`config.mk`:
```
export PLATFORM = sky130hd
export DESIGN_NAME = fifo_fwft_reader_flat
export DESIGN_NICKNAME = d
export VERILOG_FILES = /design/src/rtl/fifo_pkg.sv /design/src/rtl/fifo_fwft_reader_if.sv /design/src/rtl/fifo_skid_buf.sv /design/src/rtl/fifo_fwft_reader.sv /design/src/flat_wrapper.sv
export SDC_FILE = /design/constraint.sdc
export NUM_CORES = 1
export LEC_CHECK = 0
export ABC_CLOCK_PERIOD_IN_PS = 7800
export BUFFER_PORTS_ARGS = -buffer_cell sky130_fd_sc_hd__buf_2
export CAP_MARGIN = 15
export CORE_MARGIN = 2
export CORE_UTILIZATION = 55
export DETAILED_ROUTE_END_ITERATION = 8
export GPL_ROUTABILITY_DRIVEN = 0
export PLACE_DENSITY = 0.81
export SLEW_MARGIN = 20
export SYNTH_ARGS = -nofsm -noshare
export SYNTH_HDL_FRONTEND = slang
export SYNTH_SLANG_ARGS = --single-unit
```
`constraint.sdc`:
```
create_clock -name rd_clk -period 7.8 [get_ports rd_clk]
set_input_delay 1.56 -clock rd_clk [delete_from_list [all_inputs] [get_ports rd_clk]]
set_output_delay 1.56 -clock rd_clk [all_outputs]
set_load 0.01 [all_outputs]
```
`src/rtl/fifo_pkg.sv`:
```
// Shared definitions for the async FIFO and its read-side consumer.
//   FIFO_WIDTH   : default data word width
//   RD_BUF_DEPTH : words held by the read-side skid buffer
//   OCC_W        : width of the read-side occupancy count (0..RD_BUF_DEPTH)
//   buf_state_e  : skid-buffer fill state; its encoding is the occupancy value
package fifo_pkg;

  localparam int unsigned FIFO_WIDTH   = 8;
  localparam int unsigned RD_BUF_DEPTH = 2;
  localparam int unsigned OCC_W        = 2;

  typedef enum logic [OCC_W-1:0] {
    BUF_EMPTY = 2'd0,
    BUF_ONE   = 2'd1,
    BUF_TWO   = 2'd2
  } buf_state_e;

endpackage

```
`src/rtl/fifo_fwft_reader_if.sv`:
```
// Signal bundle between the FIFO read port, the reader and the downstream stream.
//   fifo_empty / fifo_rd_data / fifo_rd_en : FIFO read port (registered data)
//   m_valid / m_data / m_ready             : first-word-fall-through output stream
//   flush                                  : synchronous discard request
//   occupancy / word_count                 : status
// Modports: slave = the reader block, master = the environment around it.
interface fifo_fwft_reader_if
  import fifo_pkg::*;
#(
  parameter int unsigned WIDTH     = FIFO_WIDTH,
  parameter int unsigned CNT_WIDTH = 16
);

  logic                 fifo_empty;
  logic [WIDTH-1:0]     fifo_rd_data;
  logic                 fifo_rd_en;
  logic                 m_valid;
  logic [WIDTH-1:0]     m_data;
  logic                 m_ready;
  logic                 flush;
  logic [OCC_W-1:0]     occupancy;
  logic [CNT_WIDTH-1:0] word_count;

  modport slave (
    input  fifo_empty, fifo_rd_data, m_ready, flush,
    output fifo_rd_en, m_valid, m_data, occupancy, word_count
  );

  modport master (
    output fifo_empty, fifo_rd_data, m_ready, flush,
    input  fifo_rd_en, m_valid, m_data, occupancy, word_count
  );

endinterface

```
`src/rtl/fifo_skid_buf.sv`:
```
// Two-entry in-order register buffer. The head entry drives o_head; the spare
// holds the following word. A push and a pop may happen in the same cycle.
//   clk, rst_n   : clock, asynchronous active-low reset
//   i_push       : write i_push_data behind the current contents
//   i_pop        : drop the head (only meaningful while o_valid)
//   i_flush      : discard everything; wins over push
//   o_occupancy  : words held, 0..2
//   o_valid      : head holds a word
//   o_head       : head word
module fifo_skid_buf
  import fifo_pkg::*;
#(
  parameter int unsigned WIDTH = FIFO_WIDTH
) (
  input  logic             clk,
  input  logic             rst_n,
  input  logic             i_push,
  input  logic [WIDTH-1:0] i_push_data,
  input  logic             i_pop,
  input  logic             i_flush,
  output logic [OCC_W-1:0] o_occupancy,
  output logic             o_valid,
  output logic [WIDTH-1:0] o_head
);

  buf_state_e       r_state;
  logic [WIDTH-1:0] r_head;
  logic [WIDTH-1:0] r_spare;

  always_ff @(posedge clk or negedge rst_n) begin
    if (!rst_n) begin
      r_state <= BUF_EMPTY;
      r_head  <= '0;
      r_spare <= '0;
    end else if (i_flush) begin
      r_state <= BUF_EMPTY;
    end else begin
      case (r_state)
        BUF_EMPTY: begin
          if (i_push) begin
            r_head  <= i_push_data;
            r_state <= BUF_ONE;
          end
        end
        BUF_ONE: begin
          case ({i_push, i_pop})
            // head leaves and the arriving word replaces it directly
            2'b11: r_head <= i_push_data;
            2'b01: r_state <= BUF_EMPTY;
            2'b10: begin
              r_spare <= i_push_data;
              r_state <= BUF_TWO;
            end
            default: ;
          endcase
        end
        BUF_TWO: begin
          // the reader never pushes into a full buffer without a pop
          if (i_pop) begin
            r_head <= r_spare;
            if (i_push) r_spare <= i_push_data;
            else        r_state <= BUF_ONE;
          end
        end
        default: r_state <= BUF_EMPTY;
      endcase
    end
  end

  assign o_occupancy = r_state;
  assign o_valid     = (r_state != BUF_EMPTY);
  assign o_head      = r_head;

endmodule

```
`src/rtl/fifo_fwft_reader.sv`:
```
// Read-side consumer for the async FIFO. Issues fifo_rd_en whenever the word
// it would fetch is guaranteed a slot, tracks the one-cycle read latency with
// an inflight flag, and presents the words as a first-word-fall-through
// valid/ready stream at full throughput. Counts completed transfers.
//   rd_clk, rd_rst_n : read-domain clock, asynchronous active-low reset
//   bus (slave)      : FIFO read port, output stream, flush and status
module fifo_fwft_reader
  import fifo_pkg::*;
#(
  parameter int unsigned WIDTH     = FIFO_WIDTH,
  parameter int unsigned CNT_WIDTH = 16
) (
  input  logic              rd_clk,
  input  logic              rd_rst_n,
  fifo_fwft_reader_if.slave bus
);

  logic                 r_inflight;
  logic [CNT_WIDTH-1:0] r_word_count;

  logic                 w_pop;
  logic                 w_rd_en;
  logic                 w_valid;
  logic [OCC_W-1:0]     w_occ;
  logic [WIDTH-1:0]     w_head;
  logic [OCC_W:0]       w_committed;

  assign w_pop = w_valid && bus.m_ready;

  // Words that will be held after this edge; a pop implies occupancy >= 1,
  // so the subtraction cannot underflow.
  assign w_committed = {1'b0, w_occ}
                     + {{OCC_W{1'b0}}, r_inflight}
                     - {{OCC_W{1'b0}}, w_pop};

  // Gated by reset so no read is issued while the domain is held in reset.
  assign w_rd_en = rd_rst_n && !bus.fifo_empty && !bus.flush
                && (w_committed <= (OCC_W+1)'(RD_BUF_DEPTH - 1));

  always_ff @(posedge rd_clk or negedge rd_rst_n) begin
    if (!rd_rst_n) begin
      r_inflight   <= 1'b0;
      r_word_count <= '0;
    end else begin
      r_inflight <= w_rd_en;
      if (w_pop) r_word_count <= r_word_count + 1'b1;
    end
  end

  fifo_skid_buf #(
    .WIDTH (WIDTH)
  ) u_buf (
    .clk         (rd_clk),
    .rst_n       (rd_rst_n),
    .i_push      (r_inflight),
    .i_push_data (bus.fifo_rd_data),
    .i_pop       (w_pop),
    .i_flush     (bus.flush),
    .o_occupancy (w_occ),
    .o_valid     (w_valid),
    .o_head      (w_head)
  );

  assign bus.fifo_rd_en = w_rd_en;
  assign bus.m_valid    = w_valid;
  assign bus.m_data     = w_head;
  assign bus.occupancy  = w_occ;
  assign bus.word_count = r_word_count;

endmodule
```
`src/flat_wrapper.sv`:
```
// flat-port wrapper written by rule: the top's interface ports become plain ports
module fifo_fwft_reader_flat import fifo_pkg::*;
#(
  parameter int unsigned WIDTH     = FIFO_WIDTH,
  parameter int unsigned CNT_WIDTH = 16
)
  (rd_clk, rd_rst_n, bus_fifo_empty, bus_fifo_rd_data, bus_m_ready, bus_flush, bus_fifo_rd_en, bus_m_valid, bus_m_data, bus_occupancy, bus_word_count);
  fifo_fwft_reader_if #(.WIDTH(WIDTH), .CNT_WIDTH(CNT_WIDTH)) bus_i ();
  input  logic rd_clk;
  input  logic rd_rst_n;
  input wire logic [$bits(bus_i.fifo_empty)-1:0] bus_fifo_empty;
  input wire logic [$bits(bus_i.fifo_rd_data)-1:0] bus_fifo_rd_data;
  input wire logic [$bits(bus_i.m_ready)-1:0] bus_m_ready;
  input wire logic [$bits(bus_i.flush)-1:0] bus_flush;
  output wire logic [$bits(bus_i.fifo_rd_en)-1:0] bus_fifo_rd_en;
  output wire logic [$bits(bus_i.m_valid)-1:0] bus_m_valid;
  output wire logic [$bits(bus_i.m_data)-1:0] bus_m_data;
  output wire logic [$bits(bus_i.occupancy)-1:0] bus_occupancy;
  output wire logic [$bits(bus_i.word_count)-1:0] bus_word_count;
  assign bus_i.fifo_empty = bus_fifo_empty;
  assign bus_i.fifo_rd_data = bus_fifo_rd_data;
  assign bus_i.m_ready = bus_m_ready;
  assign bus_i.flush = bus_flush;
  assign bus_fifo_rd_en = bus_i.fifo_rd_en;
  assign bus_m_valid = bus_i.m_valid;
  assign bus_m_data = bus_i.m_data;
  assign bus_occupancy = bus_i.occupancy;
  assign bus_word_count = bus_i.word_count;
  fifo_fwft_reader #(.WIDTH(WIDTH), .CNT_WIDTH(CNT_WIDTH)) u_core (.rd_clk(rd_clk), .rd_rst_n(rd_rst_n), .bus(bus_i));
endmodule
```
==> metrics.yaml <==
sta:
  setup_tns_ps: 0
  worst_slew_pin_slew_ps: 777.9
  setup_viol: 0
  slew_violations: 0
  finalHoldViolations: 0
  min_period_over_period_pct: 69.02
  fin_crit_ps: 5384
  fin_worst_skew_ps: 11.07
  relSlewSlack_pct: 48.14
  rsz0062_at_grt: "no"
  fmax_ghz: 0.1857
placement:
  place_area_um2: 1974
  io_buffers: 40
  dp.cells: 222
  hpwl_um: 2317
logic_synthesis:
  synth_top_family_by_area: "multiplexers"
  netlist_area_um2: 1738
  seq_area_frac_synth_pct: 50.40
  synth_cells: 141
  syn_nets: 162
  ys_ff_latch: 35
  synth_cell_types: 30
  muxShareOfSynthArea_pct: 15.55
  synth-adder-area-share_pct: 6.192
  yosys_warnings: 0
  synth_compound_area_share_pct: 4.752
  synthXorXnorAreaFrac_pct: 8.063
  syn_area_per_cell_um2: 12.33
  synth-simple-area-share_pct: 12.02
global_routing:
  grt_pass1_wl_um: 5457
  grt_max_degree: 37
  grt_pass1_vias: 1249
  grt_usage_pct: 20.97
  antenna_found_initial: 0
  globalRouteOverflowTotal: 0
finish:
  stdcell_count: 230
  post-route-util_pct: 67.89
  nNetsFinal: 206
  fin_area_um2: 2056
  layout-drive-gt1-share_pct: 41.94
  syn2layout_area_growth_pct: 18.29
  fill_cells: 229
  n_antenna_cell: 0
route:
  drt_pass1_iterations: 4
  remaining_drc_errors: 0
  vias_per_cell: 5.361
  ant_nets: 0
  num_vias: 1233
  totalWireLength_um: 3253
  wire_per_inst_um: 14.14
  drtIter0Drc: 60
setup_path:
  cp_max_fo: 9
  critPathLaunchType: "input pin"
  cpPeakStageDelay_ps: 480
  crit_required_ps: 6240
  cp-end-kind: "primary output"
  cp.arrival_ps: 3820
  cpMostUsedCell: "inv_1"
  path_delay_family: "adder cells"
  crit_buf_inv: 5
  crit_type: "input pin to primary output"
  crit_slowest_cell: "fa_1"
  crit_chain: "buf_2, nor2b_2, inv_1, ha_1, inv_1, ha_1, inv_1, fa_1, nand2_1, nor4_1, buf_2"
floorplanning:
  dieHeight_um: 60.21
  dieArea_um2: 3625
  die_w_um: 60.21
  start_util_pct: 57.40
  num_io_pins: 41
  rows: 20
  core_um2: 3028
clock_tree:
  cts_resized: 0
  worstSkewPairLatency_ps: 350
  ctsRootBufferMaster: "clkbuf_4"
  cts_buffer_depth: 2
  cts_sinks: 35
  cts_setup_buffers: 0
  htree_levels: 2
  path_clk_slew_ps: 110
  cts_inserted_buffers: 5
  cts-hold-fix-buffers: 0
  cts_tree: "built"
pwr:
  power.density_nw_per_um2: 275.5
  power_uw: 566.3
  power_leakage_uw: 0.001025
  ir_drop_mv: 0.1886
status:
  status: "finished clean"
hold_path:
  hp-class: "flip-flop to flip-flop"
run:
  drv_cap: 0
area by class of cell:
cell class / instances / area [um2] / area share, %
clock inverters: 3 / 43.79 / 2.130
repair buffers: 40 / 200.2 / 9.738
clock buffers: 5 / 37.54 / 1.826
well taps: 44 / 55.05 / 2.678
multi-input cells: 94 / 809.5 / 39.38
inverters: 9 / 33.78 / 1.643
flip-flops and latches: 35 / 875.8 / 42.61
through the flow:
stage | setup WS (ps) | hold slack, ps
after global routing | 2214 | 495.4
after CTS | 2419 | 481.0
after global placement | 2563 | 454.9
final | 2416 | 479.8
after detailed placement | 2430 | 462.0
after floorplan | 2868 | 475.0
Yosys cell counts:
cell	instances	area, um2
and4_1	2	17.52
nand4_1	8	50.05
buf_6	1	11.26
nand3_1	2	10.01
a2bb2oi_1	1	8.760
and4_2	1	10.01
buf_1	1	3.750
clkbuf_1	1	3.750
xnor2_1	12	105.1
and2_2	1	7.510
nor2_1	6	22.52
a21oi_1	2	10.01
or4_1	1	7.510
fa_1	1	20.02
xor2_1	4	35.03
o21ai_2	1	8.760
nand2_1	10	37.54
o311a_1	1	10.01
and2b_1	1	7.510
nand2_4	1	11.26
dfrtp_1	35	875.8
mux2_2	24	270.3
nor4_1	1	6.260
inv_1	9	33.78
nor2b_2	1	8.760
a2111oi_4	1	27.53
a211oi_1	1	7.510
o21ai_0	2	10.01
ha_1	7	87.58
and3_1	2	12.51
flip-flops by register name, summed over array words and instances (netlist names):
| signal | flops |
|---|---|
| u_core.bus.word_count | 16 |
| u_core.u_buf.o_head | 8 |
| u_core.r_inflight | 1 |
| u_core.u_buf.r_spare | 8 |
| u_core.u_buf.o_occupancy | 2 |
power breakdown:
group	internal (uW)	switching, uW
Clock	67.4	64.3
Sequential	235	35.5
Combinational	85.3	78.7
Total	388	178
cells in the final DEF, fill, tap and decap left out, drive strengths merged, types with 2 or more instances in the layout:
cell	count
mux2	24
nand3	2
and4	3
ha	7
nor2	6
a21oi	2
buf	40
xnor2	12
o21ai	3
clkbuf	5
and3	2
xor2	4
clkinv	2
inv	9
nand2	11
dfrtp	35
nand4	8
routing by layer:
layer	routed length (um)	track usage (%)	up-vias
li1	-	-	577
met4	80	12.06	0
met5	0	0	-
met3	206	7.792	10
met2	1609	33.39	38
met1	1357	24.03	608
worst paths after layout:
check,from,end,slack [ps],depth (start not counted)
max,bus_m_ready,bus_fifo_rd_en,2420,11
min,u_core.bus.word_count[15],u_core.bus.word_count[15],480,1
max reg2reg,u_core.u_buf.o_occupancy[1],u_core.r_inflight,4860,11
min reg2reg,u_core.bus.word_count[15],u_core.bus.word_count[15],480,1
max in group asynchronous,rd_rst_n,u_core.u_buf.r_spare[2],6030,1
min in group asynchronous,rd_rst_n,u_core.bus.word_count[4],1270,1
cells by family (layout without fill, tap and decap cells):
logic type,after synthesis,in the layout
xor gates and xnor gates,16,16
adders and majority gates,8,8
DFF,35,35
muxes,24,24
buffers and inverters,12,57
AOI/OAI and AO/OA,9,9
and+or+nand+nor,37,37
Note: power is estimated with default switching activity, not from simulation.
